==> config.mk <==
export PLATFORM = sky130hd
export DESIGN_NAME = nexys_starship_shield_ctrl
export DESIGN_NICKNAME = d
export VERILOG_FILES = /design/src/rtl/nexys_starship_shield_ctrl_pkg.sv /design/src/rtl/nexys_starship_shield_ctrl_kill_counter.sv /design/src/rtl/nexys_starship_shield_ctrl.sv
export SDC_FILE = /design/constraint.sdc
export NUM_CORES = 1
export LEC_CHECK = 0
export BUFFER_PORTS_ARGS = -buffer_cell sky130_fd_sc_hd__buf_4
export CAP_MARGIN = 10
export CORE_ASPECT_RATIO = 0.6
export CORE_UTILIZATION = 45
export DETAILED_ROUTE_END_ITERATION = 7
export GPL_TIMING_DRIVEN = 0
export HOLD_SLACK_MARGIN = 0.06
export PLACE_DENSITY = 0.75
export RECOVER_POWER = 25
export SYNTH_ARGS = -nofsm -noshare
export SYNTH_HDL_FRONTEND = slang
export SYNTH_SLANG_ARGS = --single-unit
export TNS_END_PERCENT = 50
==> constraint.sdc <==
create_clock -name timer_clk -period 1.9 [get_ports timer_clk]
set_input_delay 0 -clock timer_clk [delete_from_list [all_inputs] [get_ports timer_clk]]
set_output_delay 0 -clock timer_clk [all_outputs]
set_load 0.01 [all_outputs]
==> src/rtl/nexys_starship_shield_ctrl_pkg.sv <==
// Shared definitions for the Nexys Starship shield controller.
package nexys_starship_shield_ctrl_pkg;

    // One-hot state encoding; bit position matches the q_* output order.
    localparam logic [4:0] S_IDLE   = 5'b00001;
    localparam logic [4:0] S_ARMED  = 5'b00010;
    localparam logic [4:0] S_SHIELD = 5'b00100;
    localparam logic [4:0] S_COOL   = 5'b01000;
    localparam logic [4:0] S_OVER   = 5'b10000;

    typedef enum logic [4:0] {
        ST_IDLE   = S_IDLE,
        ST_ARMED  = S_ARMED,
        ST_SHIELD = S_SHIELD,
        ST_COOL   = S_COOL,
        ST_OVER   = S_OVER
    } state_t;

    // Lane indices, shared with the lane selector and the monster FSMs.
    localparam int LANE_UP    = 0;
    localparam int LANE_DOWN  = 1;
    localparam int LANE_LEFT  = 2;
    localparam int LANE_RIGHT = 3;

    localparam int DEF_SHIELD_HOLD = 4;
    localparam int DEF_COOLDOWN    = 6;

    // Lane index to one-hot lane vector.
    function automatic logic [3:0] lane_onehot(input logic [1:0] lane);
        return 4'b0001 << lane;
    endfunction

endpackage

==> src/rtl/nexys_starship_shield_ctrl_kill_counter.sv <==
// Counts monsters destroyed under an active shield, saturating at all-ones.
module starship_kill_counter #(
    parameter int SCORE_W = 16
) (
    input  logic               timer_clk,
    input  logic               Reset,
    input  logic [3:0]         monster_flags,
    input  logic [3:0]         kill_mask,
    input  logic               clear,
    input  logic               freeze,
    output logic [SCORE_W-1:0] score
);

    logic [3:0] monster_q;
    logic       kill;

    // A kill is a monster disappearing on a lane that is currently protected.
    assign kill = |(monster_q & ~monster_flags & kill_mask);

    // Edge-detect register and saturating score counter.
    always_ff @(posedge timer_clk or posedge Reset) begin
        if (Reset) begin
            monster_q <= '0;
            score     <= '0;
        end else begin
            // NOTE: non-blocking assignments keep every flop sampling pre-edge values.
            monster_q <= monster_flags;
            if (clear) begin
                score <= '0;
            end else if (!freeze && kill && score != '1) begin
                score <= score + SCORE_W'(1);
            end
        end
    end

endmodule

==> src/rtl/nexys_starship_shield_ctrl.sv <==
// Player shield controller: hold window, cooldown, score and gameover broadcast.
module nexys_starship_shield_ctrl
    import nexys_starship_shield_ctrl_pkg::*;
#(
    parameter int SHIELD_HOLD = DEF_SHIELD_HOLD,
    parameter int COOLDOWN    = DEF_COOLDOWN,
    parameter int SCORE_W     = 16
) (
    input  logic               timer_clk,
    input  logic               Reset,
    input  logic               play_flag,
    input  logic               btn_shield,
    input  logic [1:0]         dir_sel,
    input  logic [3:0]         monster_flags,
    input  logic [3:0]         lane_gameover,
    output logic [3:0]         shield,
    output logic               gameover_ctrl,
    output logic [SCORE_W-1:0] score,
    output logic               q_Idle,
    output logic               q_Armed,
    output logic               q_Shield,
    output logic               q_Cool,
    output logic               q_Over
);

    localparam int HOLD_W = (SHIELD_HOLD > 1) ? $clog2(SHIELD_HOLD) : 1;
    localparam int COOL_W = (COOLDOWN > 1) ? $clog2(COOLDOWN) : 1;

    state_t            state, next_state;
    logic [1:0]        lane_q, next_lane;
    logic [HOLD_W-1:0] hold_cnt, next_hold;
    logic [COOL_W-1:0] cool_cnt, next_cool;
    logic              score_clear;
    logic              any_gameover;
    logic              first_cool;
    logic [3:0]        kill_mask;

    assign any_gameover = |lane_gameover;

    // Next-state logic; gameover outranks every other transition.
    always_comb begin
        // NOTE: defaults first so no path leaves a variable unassigned (no latches).
        next_state  = state;
        next_lane   = lane_q;
        next_hold   = hold_cnt;
        next_cool   = cool_cnt;
        score_clear = 1'b0;
        unique case (state)
            ST_IDLE: begin
                if (play_flag) begin
                    next_state  = ST_ARMED;
                    score_clear = 1'b1;
                end
            end
            ST_ARMED: begin
                if (any_gameover)    next_state = ST_OVER;
                else if (!play_flag) next_state = ST_IDLE;
                else if (btn_shield) begin
                    next_state = ST_SHIELD;
                    next_lane  = dir_sel;
                    next_hold  = HOLD_W'(SHIELD_HOLD - 1);
                end
            end
            ST_SHIELD: begin
                if (any_gameover)    next_state = ST_OVER;
                else if (!play_flag) next_state = ST_IDLE;
                else if (hold_cnt == '0) begin
                    next_state = ST_COOL;
                    next_cool  = COOL_W'(COOLDOWN - 1);
                end else begin
                    next_hold = hold_cnt - HOLD_W'(1);
                end
            end
            ST_COOL: begin
                if (any_gameover)    next_state = ST_OVER;
                else if (!play_flag) next_state = ST_IDLE;
                else if (cool_cnt == '0) next_state = ST_ARMED;
                else next_cool = cool_cnt - COOL_W'(1);
            end
            ST_OVER: begin
                if (!play_flag) next_state = ST_IDLE;
            end
            default: next_state = ST_IDLE;
        endcase
    end

    // State, counters and the registered shield drive.
    always_ff @(posedge timer_clk or posedge Reset) begin
        if (Reset) begin
            state    <= ST_IDLE;
            lane_q   <= '0;
            hold_cnt <= '0;
            cool_cnt <= '0;
            shield   <= '0;
        end else begin
            state    <= next_state;
            lane_q   <= next_lane;
            hold_cnt <= next_hold;
            cool_cnt <= next_cool;
            shield   <= (next_state == ST_SHIELD) ? lane_onehot(next_lane) : 4'b0000;
        end
    end

    assign q_Idle        = state[0];
    assign q_Armed       = state[1];
    assign q_Shield      = state[2];
    assign q_Cool        = state[3];
    assign q_Over        = state[4];
    assign gameover_ctrl = state[4];

    // The first cooldown tick still credits the released lane, absorbing lane lag.
    assign first_cool = (state == ST_COOL) && (cool_cnt == COOL_W'(COOLDOWN - 1));
    assign kill_mask  = shield | (first_cool ? lane_onehot(lane_q) : 4'b0000);

    starship_kill_counter #(
        .SCORE_W(SCORE_W)
    ) u_kill_counter (
        .timer_clk    (timer_clk),
        .Reset        (Reset),
        .monster_flags(monster_flags),
        .kill_mask    (kill_mask),
        .clear        (score_clear),
        .freeze       (state == ST_OVER),
        .score        (score)
    );

endmodule

### After elaboration in Yosys (flattened, before gate mapping)

Cells that the tools add are included.

* bits in registers: 36
* bits in latches: 0
* bits in writable memories: 0
* ROM bits: 0
* output and inout bits: 26
* word-level logic and storage cells: 83
* memories kept: 0

* add/sub/neg operators: 3
* multipliers: 0
* div/mod/pow operators: 0
* order comparisons: 0
* equal/unequal tests: 18
* shift operators: 2
* multiplexer cells: 36
* bitwise gates (word level): 4
* reduce and logical (&&, ||, !) cells: 13

Operators with widths (count)
* $mux W5: 11
* $mux W16: 2
* $pmux W5 S5: 1
* $mux W2: 10
* $ne A2 B2 Y1 const B: 10
* $mux W3: 6
* $add A16 B1 Y16 const B: 1
* $ne A16 B16 Y1 const B: 1
* $reduce_and A7 Y1: 2
* $eq A5 B3 Y1 const B: 2
* $and A4 B4 Y4: 2
* $mux W4: 2
* $reduce_or A4 Y1: 2
* $shl A1 B2 Y4 const A: 2
* $pmux W3 S2: 1
* $reduce_bool A2 Y1: 3
* $eq A5 B1 Y1 const B: 1
* $eq A5 B2 Y1 const B: 1
* $eq A5 B4 Y1 const B: 1
* $eq A5 B5 Y1 const B: 1
* $not A4 Y4: 1
* $or A4 B4 Y4: 1
* $pmux W2 S2: 1
* $eq A3 B3 Y1 const B: 1
* other kinds (7): 10

### Logic depth before layout (Yosys ltp)

Gate-level depths: netlist (run 1).

* depth after elaboration: 10
* mapped depth: 8
* mapped depth without buffers: 7

### By module

Synthesis (run 1) repeated with hierarchy kept, for this count alone.

* cell total of the unflattened synthesis: 227
* area, all modules: 2149.6 µm²

By module, submodules not included
* starship_kill_counter: instances 1, cells each 114, area an instance 1082.3 µm², sequential area each 500.5 µm²
* nexys_starship_shield_ctrl: instances 1, cells each 113, area an instance 1067.3 µm², sequential area each 401.6 µm²

### Worst setup path before layout (run 1)

No wires, ideal clock.

* path kind: reg-to-reg
* start: register state[4]
* end: register u_kill_counter.score[3]
* setup time: 0.078 ns
* arrival: 1.851 ns
* required time: 1.822 ns
* path slack: -0.028 ns
* cell stages (with the launch flop): 7
* path through: dfrtp_1 -> nor2_1 -> nand3_1 -> o32a_1 -> buf_6 -> or4_1 -> a21oi_1

* cells in the longest elaborated chain, start to end: 9
* elaborated cells on any way between the ends: 14
* classes of those cells: eq/ne: 3; mux: 3; bitwise: 2; reduce/logical: 6

RTL lines
* start: declaration: line nexys_starship_shield_ctrl.sv:29 `state_t state, next_state;`
* start signal: assignment: line nexys_starship_shield_ctrl.sv:96 `state <= next_state;`
* $eq A5 B4 Y1: line nexys_starship_shield_ctrl.sv:112 `assign first_cool = (state == ST_COOL) && (cool_cnt == COOL_W'(COOLDOWN - 1));`
* $logic_and A1 B1 Y1: line nexys_starship_shield_ctrl.sv:112
* $mux W4: line nexys_starship_shield_ctrl.sv:113 `assign kill_mask = shield | (first_cool ? lane_onehot(lane_q) : 4'b0000);`
* $or A4 B4 Y4: line nexys_starship_shield_ctrl.sv:113
* $and A4 B4 Y4: line nexys_starship_shield_ctrl_kill_counter.sv:18 `assign kill = |(monster_q & ~monster_flags & kill_mask);`
* $reduce_or A4 Y1: line nexys_starship_shield_ctrl_kill_counter.sv:18
* $logic_and A1 B1 Y1 (2 in series): line nexys_starship_shield_ctrl_kill_counter.sv:30 `end else if (!freeze && kill && score != '1) begin`
* $reduce_bool A2 Y1 (no line)
* end signal: assignment: line nexys_starship_shield_ctrl_kill_counter.sv:31 `score <= score + SCORE_W'(1);`
* end: declaration: line nexys_starship_shield_ctrl_kill_counter.sv:11 `output logic [SCORE_W-1:0] score`

Several ways; a longest one is shown, not always the timed one.
A chain may end at the register's enable or synchronous reset.

### Final worst setup path (run 1)

* start: register cool_cnt[1]
* end: register u_kill_counter.score[14]

* cells in the longest elaborated chain, start to end: 9

RTL lines
* start: declaration: line nexys_starship_shield_ctrl.sv:32 `logic [COOL_W-1:0] cool_cnt, next_cool;`
* start signal: assignment: line nexys_starship_shield_ctrl.sv:99 `cool_cnt <= next_cool;`
* $eq A3 B3 Y1: line nexys_starship_shield_ctrl.sv:112
* $logic_and A1 B1 Y1: line nexys_starship_shield_ctrl.sv:112
* $mux W4: line nexys_starship_shield_ctrl.sv:113
* $or A4 B4 Y4: line nexys_starship_shield_ctrl.sv:113
* $and A4 B4 Y4: line nexys_starship_shield_ctrl_kill_counter.sv:18
* $reduce_or A4 Y1: line nexys_starship_shield_ctrl_kill_counter.sv:18
* $logic_and A1 B1 Y1 (2 in series): line nexys_starship_shield_ctrl_kill_counter.sv:30
* $reduce_bool A2 Y1 (no line)

Every way passes these cells.

==> results.tsv, run 1 <==
metric	value	unit
fin crit share	106	%
P_leak	1.07	nW
area delta synth->final	35.7	%
failing checks	negative setup slack	
CP Launch Type	flip-flop	
Post-synth top flop	dfrtp_1	
Vias/cell	5.69	
GP Congestion	0.793	
setup TNS	-0.853	ns
clk_lat worst skew	0.29	ns
drt initial violations	90	
H-tree Lvls	2	
proportion of layout cells with a drive suffix above 1	26.3	%
number of clock sinks	36	
register area	907	µm²
Clock transition at path regs	0.07	ns
Clock Skews	0.00551	ns
Congestion Overflow GR	0	
CORE AREA	0.00412	mm²
n_diodes	0	
P per Cell Area	790	mW/mm²
slew of the pin with the lowest slew margin	0.812	ns
Initial Util	47.1	%
max-slew violations	0	
cell count of the worst hold path	4	
Tmin final	2.01	ns
drt first pass iters	5	
CTS buffer count	5	
Mapped Area	0.00194	mm²
asr flop ratio synth	100	%
Setup-failing EPs final	13	
hold path endpoint	state[3]$_DFF_PP0_	
via count	1832	
HPWL after detailed placement	3410	µm
Final Instance Area	0.00263	mm²
Nets	280	
filler cell count	379	
reg2reg path depth	7	
initial antenna violation count	0	
final antenna-violating net count	0	
critical path class	reg -> reg	
wire length of the first global-routing pass	8100	µm
I/O Buffers	39	
largest net degree at the start of global routing	20	
R2R Path End	u_kill_counter.score[14]$_DFFE_PP0P_	
vias in the first global route	1607	
worst rel slew slack	45.8	%
Ports	40	
Die ar.	0.00459	mm²
Critical Path Fanout Max	10	
CP endpoint kind	flip-flop	
unrepaired setup endpoints after global routing	true	
Hold Vio Cnt, Final	0	
#FFs+latches synth	36	
die width	86.8	µm
Syn Nets	217	
worst setup margin	-0.109	ns
Post-Syn Instances	198	
Bufs on Longest Clock Path	2	
Avg Synthesized Cell Area	9.80	µm²
FMAX	498	MHz
distinct cell type count after synthesis	42	
maximum VDD drop	371	µV
Placed Area	0.00234	mm²
all-layer global routing usage	24.3	%
wire per inst	15.7	µm
drt drc	0	
wirelength, routed	5060	µm
Multi-input gate area	0.00106	mm²
clk root buf	clkbuf_8	
Site Rows	18	
Seq/Total Area, Yosys	46.5	%
R2R Path Start	cool_cnt[1]$_DFFE_PP0P_	
Worst Path Required	2.12	ns
status	complete, but fails checks	
min-delay src	lane_gameover[3]	
critical path arrival	2.23	ns
min-delay worst type	in -> reg	
r2r setup slk	-0.11	ns
chip height	52.9	µm
Post-synth EDFFs	0	
Synth Warn #	0	
max-cap violations	0	
CTS tree	done	
worst max-delay path by stage:
stage,startpoint,end,cells after the start
CTS,lane_q[0]$_DFF_PP0_,u_kill_counter.score[4]$_DFFE_PP0P_,6
global route,lane_q[1]$_DFF_PP0_,u_kill_counter.score[14]$_DFFE_PP0P_,6
floorplan,state[1]$_DFF_PP0_,u_kill_counter.score[3]$_DFFE_PP0P_,6
detailed placement,state[1]$_DFF_PP0_,u_kill_counter.score[15]$_DFFE_PP0P_,7
finish,cool_cnt[1]$_DFFE_PP0P_,u_kill_counter.score[14]$_DFFE_PP0P_,7
global placement,state[1]$_DFF_PP0_,u_kill_counter.score[2]$_DFFE_PP0P_,7
worst max-delay path, cell delays in order (launching register included):
cell and delay [ns]:
dfrtp_1 0.36, inv_1 0.13, ha_1 0.18, nand2_1 0.07, o32a_1 0.38, buf_6 0.15, or4_1 0.53, a21oi_2 0.13
report_power, final:
group	leakage [nW]	total (mW)	switching, mW	internal (mW)
Clock	0.0552	0.670	0.280	0.390
Sequential	0.477	0.890	0.0689	0.822
Combinational	0.541	0.520	0.278	0.241
synthesized netlist by cell type, types with 3 or more instances:
cell type / instances / area [µm²]
dfrtp_1: 35 / 876
a21oi_1: 21 / 105
nor2_1: 16 / 60.1
nand2_1: 10 / 37.5
o21ai_0: 10 / 50.1
or4_1: 9 / 67.6
inv_1: 7 / 26.3
nand3_1: 7 / 35.0
nand4_1: 7 / 43.8
o31ai_1: 7 / 52.6
or3_1: 7 / 43.8
nand3b_1: 6 / 45.0
and3_1: 5 / 31.3
ha_1: 5 / 62.6
nand2b_1: 4 / 25.0
a31oi_1: 3 / 18.8
buf_4: 3 / 22.5
o211ai_1: 3 / 22.5
or2_2: 3 / 18.8
cells by family (layout without fill, tap and decap cells):
group / Yosys count / count (layout) / synth area share (%)
multiplexers: 2 / 2 / 1.10
AO/OA/AOI/OAI: 52 / 52 / 16.6
buffers and inverters: 13 / 77 / 3.93
XOR/XNOR: 1 / 1 / 0.451
flip-flops: 36 / 36 / 46.5
AND/OR/NAND/NOR: 89 / 89 / 28.2
adder cells (fa/ha/maj): 5 / 5 / 3.22
layout by cell type (no fill, tap or decap), types with 3 or more instances in the layout:
master,instances
a21oi_1,16
a21oi_2,5
a31oi_1,3
and3_1,5
buf_4,26
buf_6,4
clkbuf_1,19
clkbuf_8,5
dfrtp_1,31
dfrtp_2,4
dlygate4sd3_1,12
ha_1,4
inv_1,7
nand2_1,10
nand2b_1,4
nand3_1,6
nand3b_1,6
nand4_1,7
nor2_1,13
o211ai_1,3
o21ai_0,10
o31ai_1,7
or2_2,3
or3_1,7
or4_1,8
repair_timing:
action	in CTS	in global routing
setup buffers	4	0
cloned	0	0
hold buffers	12	0
pin swaps	9	9
hold endpoints to repair	29	0
endpoints found under the setup margin	15	26
resized for setup	13	14
layer usage:
layer	up-vias	track usage, %	part of all wire [%]
met1	866	36.9	51
met5	-	0	0
met3	7	5.15	7.3
met4	0	8.06	1.0
li1	885	-	-
met2	74	34.1	41
stage by stage:
step / setup WS [ns] / utilization (%) / power, mW / hold WS (ns) / cells
final: -0.109 / 63.9 / 2.08 / 0.105 / 322
after global routing: -0.184 / 63.9 / 2.19 / 0.107 / 322
after CTS: -0.0943 / 64.3 / 2.04 / 0.0683 / 322
after detailed placement: -0.257 / 56.8 / 1.29 / 0.127 / 298
after global placement: -0.242 / 56.1 / 1.27 / 0.125 / 297
after floorplan: -0.00327 / - / 1.13 / 0.0314 / 198
cell type report:
cell class / count / share of cell area, %
multi-input cells: 149 / 40.1
plain buffers: 6 / 2.04
clock inverters: 2 / 1.33
well taps: 60 / 2.85
clock buffers: 6 / 2.76
flip-flops and latches: 36 / 34.4
repair buffers: 56 / 15.4
inverters: 7 / 0.998
flip-flops by register name, summed over array words and instances (netlist names):
| register | count |
|---|---|
| cool_cnt | 3 |
| hold_cnt | 2 |
| lane_q | 2 |
| shield | 4 |
| state | 5 |
| u_kill_counter.monster_q | 4 |
| u_kill_counter.score | 16 |
(Power assumes the default switching activity.)
==> run 2: changes to the inputs <==
- SKIP_CTS_REPAIR_TIMING: not set -> 1
==> run 2 against run 1 <==
- the flow still finishes with violations (negative setup slack)
- register-to-register slack got worse by 0.08 ns
- worst hold slack got worse by 0.063 ns
- sequential cell count unchanged
- sequential share of layout area increased by 0.60 points
- sequential power increased by 0.6%
- routed wire length increased by 0.75%
==> results.tsv, run 2 (synthesis results as in run 1) <==
metric	value	unit	change
status	complete, but fails checks		
failing checks	negative setup slack		
wire per inst	16.0	µm	+1.7%
crit path from	state[4]$_DFF_PP0_		
area delta synth->final	33.2	%	
initial antenna violation count	0		unchanged
Congestion Overflow GR	0		unchanged
I/O Buffers	39		unchanged
wirelength, routed	5100	µm	+0.75%
clk_lat worst skew	0.29	ns	about the same
wire length of the first global-routing pass	7470	µm	-7.8%
Critical Path Sink	u_kill_counter.score[14]$_DFFE_PP0P_		
drt initial violations	93		+3.3%
vias in the first global route	1492		-7.2%
Clock transition at path regs	0.07	ns	about the same
CP endpoint kind	flip-flop		
Critical Path Fanout Max	10		unchanged
Initial Util	47.1	%	unchanged
HPWL after detailed placement	3410	µm	unchanged
largest net degree at the start of global routing	20		unchanged
H-tree Lvls	2		unchanged
unrepaired setup endpoints after global routing	true		
via count	1808		-1.3%
CTS buffer count	5		unchanged
R2R Path Start	state[4]$_DFF_PP0_		
CTS tree	done		
Hold WS	0.0420	ns	-0.0629 ns
drt first pass iters	4		-1
Die ar.	0.00459	mm²	unchanged
CORE AREA	0.00412	mm²	unchanged
r2r setup slk	-0.19	ns	-0.08 ns
fin crit share	110	%	+4.2 points
Setup-failing EPs final	15		+2
Final Power	2.02	mW	-3.0%
Largest Register	u_kill_counter.score		
Vias/cell	5.67		-0.38%
Ports	40		unchanged
Final Instance Area	0.00258	mm²	-1.9%
Tmin final	2.09	ns	+0.0805 ns
most frequent cells in the layout	dfrtp_1 (32), buf_4 (26), clkbuf_1 (19), a21oi_1 (14), nor2_1 (13)		
worst setup margin	-0.189	ns	-0.0805 ns
Hold Vio Cnt, Final	0		unchanged
number of clock sinks	36		unchanged
max-cap violations	0		unchanged
proportion of layout cells with a drive suffix above 1	27.4	%	+1.1 points
min-delay src	lane_gameover[2]		
biggest registers after layout	u_kill_counter.score (16), state (5)		
FMAX	479	MHz	-3.9%
chip height	52.9	µm	unchanged
drt drc	0		unchanged
P per Cell Area	781	mW/mm²	-1.2%
min-delay worst type	in -> reg		
Nets	277		-1.1%
P_leak	1.06	nW	-1.1%
Placed Area	0.00234	mm²	unchanged
GP Congestion	0.793		unchanged
all-layer global routing usage	22.6	%	-1.8 points
Worst Path Required	2.12	ns	about the same
number of flip-flops in the largest register	16		unchanged
max-slew violations	0		unchanged
final antenna-violating net count	0		unchanged
n_diodes	0		unchanged
CP Launch Type	flip-flop		
Bufs on Longest Clock Path	2		unchanged
maximum VDD drop	362	µV	-2.4%
cell count of the worst hold path	4		unchanged
critical path arrival	2.31	ns	+0.08 ns
Site Rows	18		unchanged
die width	86.8	µm	unchanged
clk root buf	clkbuf_8		
dpl ws	-0.257	ns	unchanged
worst rel slew slack	45.4	%	-0.44 points
reg2reg path depth	6		-1
slew of the pin with the lowest slew margin	0.818	ns	+0.00661 ns
commonest non-fill, non-tap cell in the layout	dfrtp_1		
R2R Path End	u_kill_counter.score[14]$_DFFE_PP0P_		
Clock Skews	0.00577	ns	+0.000263 ns
critical path class	reg -> reg		
[run 2: per-layer routing]
| metal | global-route usage (%) | wire, µm | vias up | share of wire, % |
|---|---|---|---|---|
| met3 | 5.30 | 330 | 9 | 6.5 |
| met4 | 7.50 | 77 | 0 | 1.5 |
| met5 | 0 | 0 | - | 0 |
| met2 | 29.5 | 2030 | 67 | 40 |
| li1 | - | - | 876 | - |
| met1 | 35.5 | 2660 | 856 | 52 |
[run 2: cell type report]
class	instances	area, µm²
fill	388	1540
multi-input combinational	149	1040
timing repair buffer	53	375
buffer	6	53.8
clock buffer	6	72.6
tap	60	75.1
sequential	36	906
inverter	7	26.3
clock inverter	2	35.0
[run 2: metrics by stage]
| step | util, % | cells | TNS [ns] |
|---|---|---|---|
| floorplan | - | 198 | -0.0222 |
| global placement | 56.1 | 297 | -2.72 |
| detailed placement | 56.8 | 298 | -2.91 |
| CTS | 59.4 | 306 | -3.37 |
| global route | 62.7 | 319 | -3.15 |
| finish | 62.7 | 319 | -1.51 |
[run 2: how the worst min path moves through the flow]
stage / slack [ns] / end
5_1_grt: 0.07 / state[4]$_DFF_PP0_
2_1_floorplan: 0.03 / u_kill_counter.monster_q[0]$_DFF_PP0_
6_report: 0.04 / state[0]$_DFF_PP1_
4_1_cts: -0.18 / u_kill_counter.monster_q[3]$_DFF_PP0_
3_3_place_gp: 0.13 / u_kill_counter.monster_q[1]$_DFF_PP0_
3_5_place_dp: 0.13 / u_kill_counter.monster_q[3]$_DFF_PP0_
[run 2: power by group]
part	switching [mW]	internal, mW	total, mW
Combinational	0.249	0.210	0.459
Clock	0.275	0.389	0.664
Sequential	0.0733	0.822	0.895
Total	0.597	1.42	2.02
[run 2: critical path: stages, from the launching register on]
cell and delay, ns:
dfrtp_2 0.48, nor2_2 0.19, nand3_2 0.14, o32a_1 0.35, buf_6 0.15, or4_1 0.54
a21oi_2 0.16
==> run 3: changes to the inputs <==
- TNS_END_PERCENT: 50 -> not set
==> run 3 against run 2 <==
- the run still ends with negative setup slack left
- routed wire length down 0.29%
- die area unchanged
- worst setup slack better by 0.0039 ns
- total power about the same
- combinational power about the same
- clock-buffer cell count unchanged
==> results.tsv, run 3 (synthesis results as in run 1) <==
metric	value	unit	change
biggest registers after layout	u_kill_counter.score (16), state (5)		
dpl ws	-0.257	ns	unchanged
wire length on met2	2040	µm	+0.30%
CORE AREA	0.00412	mm²	unchanged
Initial Util	47.1	%	unchanged
Final Instance Area	0.00258	mm²	unchanged
P per Cell Area	781	mW/mm²	about the same
most frequent cells in the layout	dfrtp_1 (32), buf_4 (26), clkbuf_1 (19), a21oi_1 (14), nor2_1 (13)		
Setup-failing EPs final	15		unchanged
chip height	52.9	µm	unchanged
Placed Area	0.00234	mm²	unchanged
worst setup margin	-0.185	ns	+0.00392 ns
Largest Register	u_kill_counter.score		
top sig layer	met4		
Multi-input gate area	0.00104	mm²	unchanged
commonest non-fill, non-tap cell in the layout	dfrtp_1		
failing checks	negative setup slack		
Bufs on Longest Clock Path	2		unchanged
Worst Path Required	2.12	ns	about the same
initial antenna violation count	0		unchanged
die width	86.8	µm	unchanged
min-delay worst type	in -> reg		
largest net degree at the start of global routing	20		unchanged
wl on met1	2650	µm	-0.41%
Met3 Wirelength	319	µm	-3.3%
filler cell count	388		unchanged
drt drc	0		unchanged
Hold Vio Cnt, Final	0		unchanged
clk_lat worst skew	0.29	ns	about the same
fin crit share	110	%	-0.21 points
slew of the pin with the lowest slew margin	0.818	ns	-0.000245 ns
I/O Buffers	39		unchanged
CP endpoint kind	flip-flop		
CTS tree	done		
status	complete, but fails checks		
unrepaired setup endpoints after global routing	true		
Tmin final	2.09	ns	-0.00392 ns
final antenna-violating net count	0		unchanged
via count	1827		+1.1%
worst rel slew slack	45.4	%	about the same
P_leak	1.06	nW	unchanged
all-layer global routing usage	22.6	%	unchanged
Nets	277		unchanged
critical path arrival	2.31	ns	about the same
critical path class	reg -> reg		
FMAX	480	MHz	+0.19%
Non-Filler Instances	319		unchanged
r2r setup slk	-0.19	ns	about the same
Vias/cell	5.73		+1.1%
clk root buf	clkbuf_8		
Congestion Overflow GR	0		unchanged
vias in the first global route	1492		unchanged
proportion of layout cells with a drive suffix above 1	27.4	%	unchanged
drt initial violations	105		+13%
CTS buffer count	5		unchanged
Ports	40		unchanged
wire per inst	15.9	µm	-0.29%
register area	906	µm²	unchanged
GP Congestion	0.793		unchanged
wirelength, routed	5080	µm	-0.29%
Site Rows	18		unchanged
number of clock sinks	36		unchanged
n_diodes	0		unchanged
Clock transition at path regs	0.07	ns	about the same
H-tree Lvls	2		unchanged
CP Launch Type	flip-flop		
max-slew violations	0		unchanged
Die ar.	0.00459	mm²	unchanged
Clock Skews	0.00561	ns	-0.000161 ns
drt first pass iters	4		unchanged
HPWL after detailed placement	3410	µm	unchanged
number of flip-flops in the largest register	16		unchanged
maximum VDD drop	362	µV	+0.12%
area delta synth->final	33.2	%	unchanged
Placed Instances	298		unchanged
Critical Path Fanout Max	10		unchanged
wire length of the first global-routing pass	7470	µm	unchanged
max-cap violations	0		unchanged
## run 3: cell counts in the layout (fill, tap and decap cells not counted)
Identical to the previous run, type by type.
## run 3: through the flow
step           hold slack, ns  total power [mW]  TNS, ns  util (%)
4_1_cts                -0.176              1.95    -3.37      59.4
6_report               0.0396              2.02    -1.43      62.7
2_1_floorplan          0.0314              1.13  -0.0222         -
3_3_place_gp            0.125              1.27    -2.72      56.1
5_1_grt                0.0691              2.12    -3.15      62.7
3_5_place_dp            0.127              1.29    -2.91      56.8
## run 3: final cells by class
| class | count | area share, % |
|---|---|---|
| inverter | 7 | 1.02 |
| sequential | 36 | 35.0 |
| timing repair buffer | 53 | 14.5 |
| tap | 60 | 2.90 |
| clock buffer | 6 | 2.81 |
| clock inverter | 2 | 1.36 |
| multi-input combinational | 149 | 40.3 |
| buffer | 6 | 2.08 |
## run 3: worst max-delay path, cell delays in order (launching register included)
cell,delay (ns)
dfrtp_2,0.48
nor2_2,0.19
nand3_2,0.14
o32a_1,0.35
buf_6,0.15
or4_1,0.54
a21oi_2,0.16
## run 3: metal layers
layer / vias to the layer above / track usage [%]
met3: 9 / 5.30
met2: 68 / 29.5
li1: 879 / -
met1: 871 / 35.5
met4: 0 / 7.50
met5: - / 0
## run 3: report_power, final
group | switching, mW | internal, mW | total [mW]
logic | 0.249 | 0.209 | 0.458
registers | 0.0738 | 0.822 | 0.895
clock network | 0.275 | 0.389 | 0.664
total | 0.598 | 1.42 | 2.02
## run 3: worst paths after layout
kind | startpoint | end | cells past startpoint
max in group asynchronous | Reset | state[4]$_DFF_PP0_ | 4
worst min register to register | hold_cnt[0]$_DFFE_PP0P_ | hold_cnt[0]$_DFFE_PP0P_ | 1
worst max-delay path | state[4]$_DFF_PP0_ | u_kill_counter.score[14]$_DFFE_PP0P_ | 6
min in group asynchronous | Reset | u_kill_counter.monster_q[1]$_DFF_PP0_ | 3
worst min-delay path | lane_gameover[2] | state[0]$_DFF_PP1_ | 4
worst max register to register | state[4]$_DFF_PP0_ | u_kill_counter.score[14]$_DFFE_PP0P_ | 6
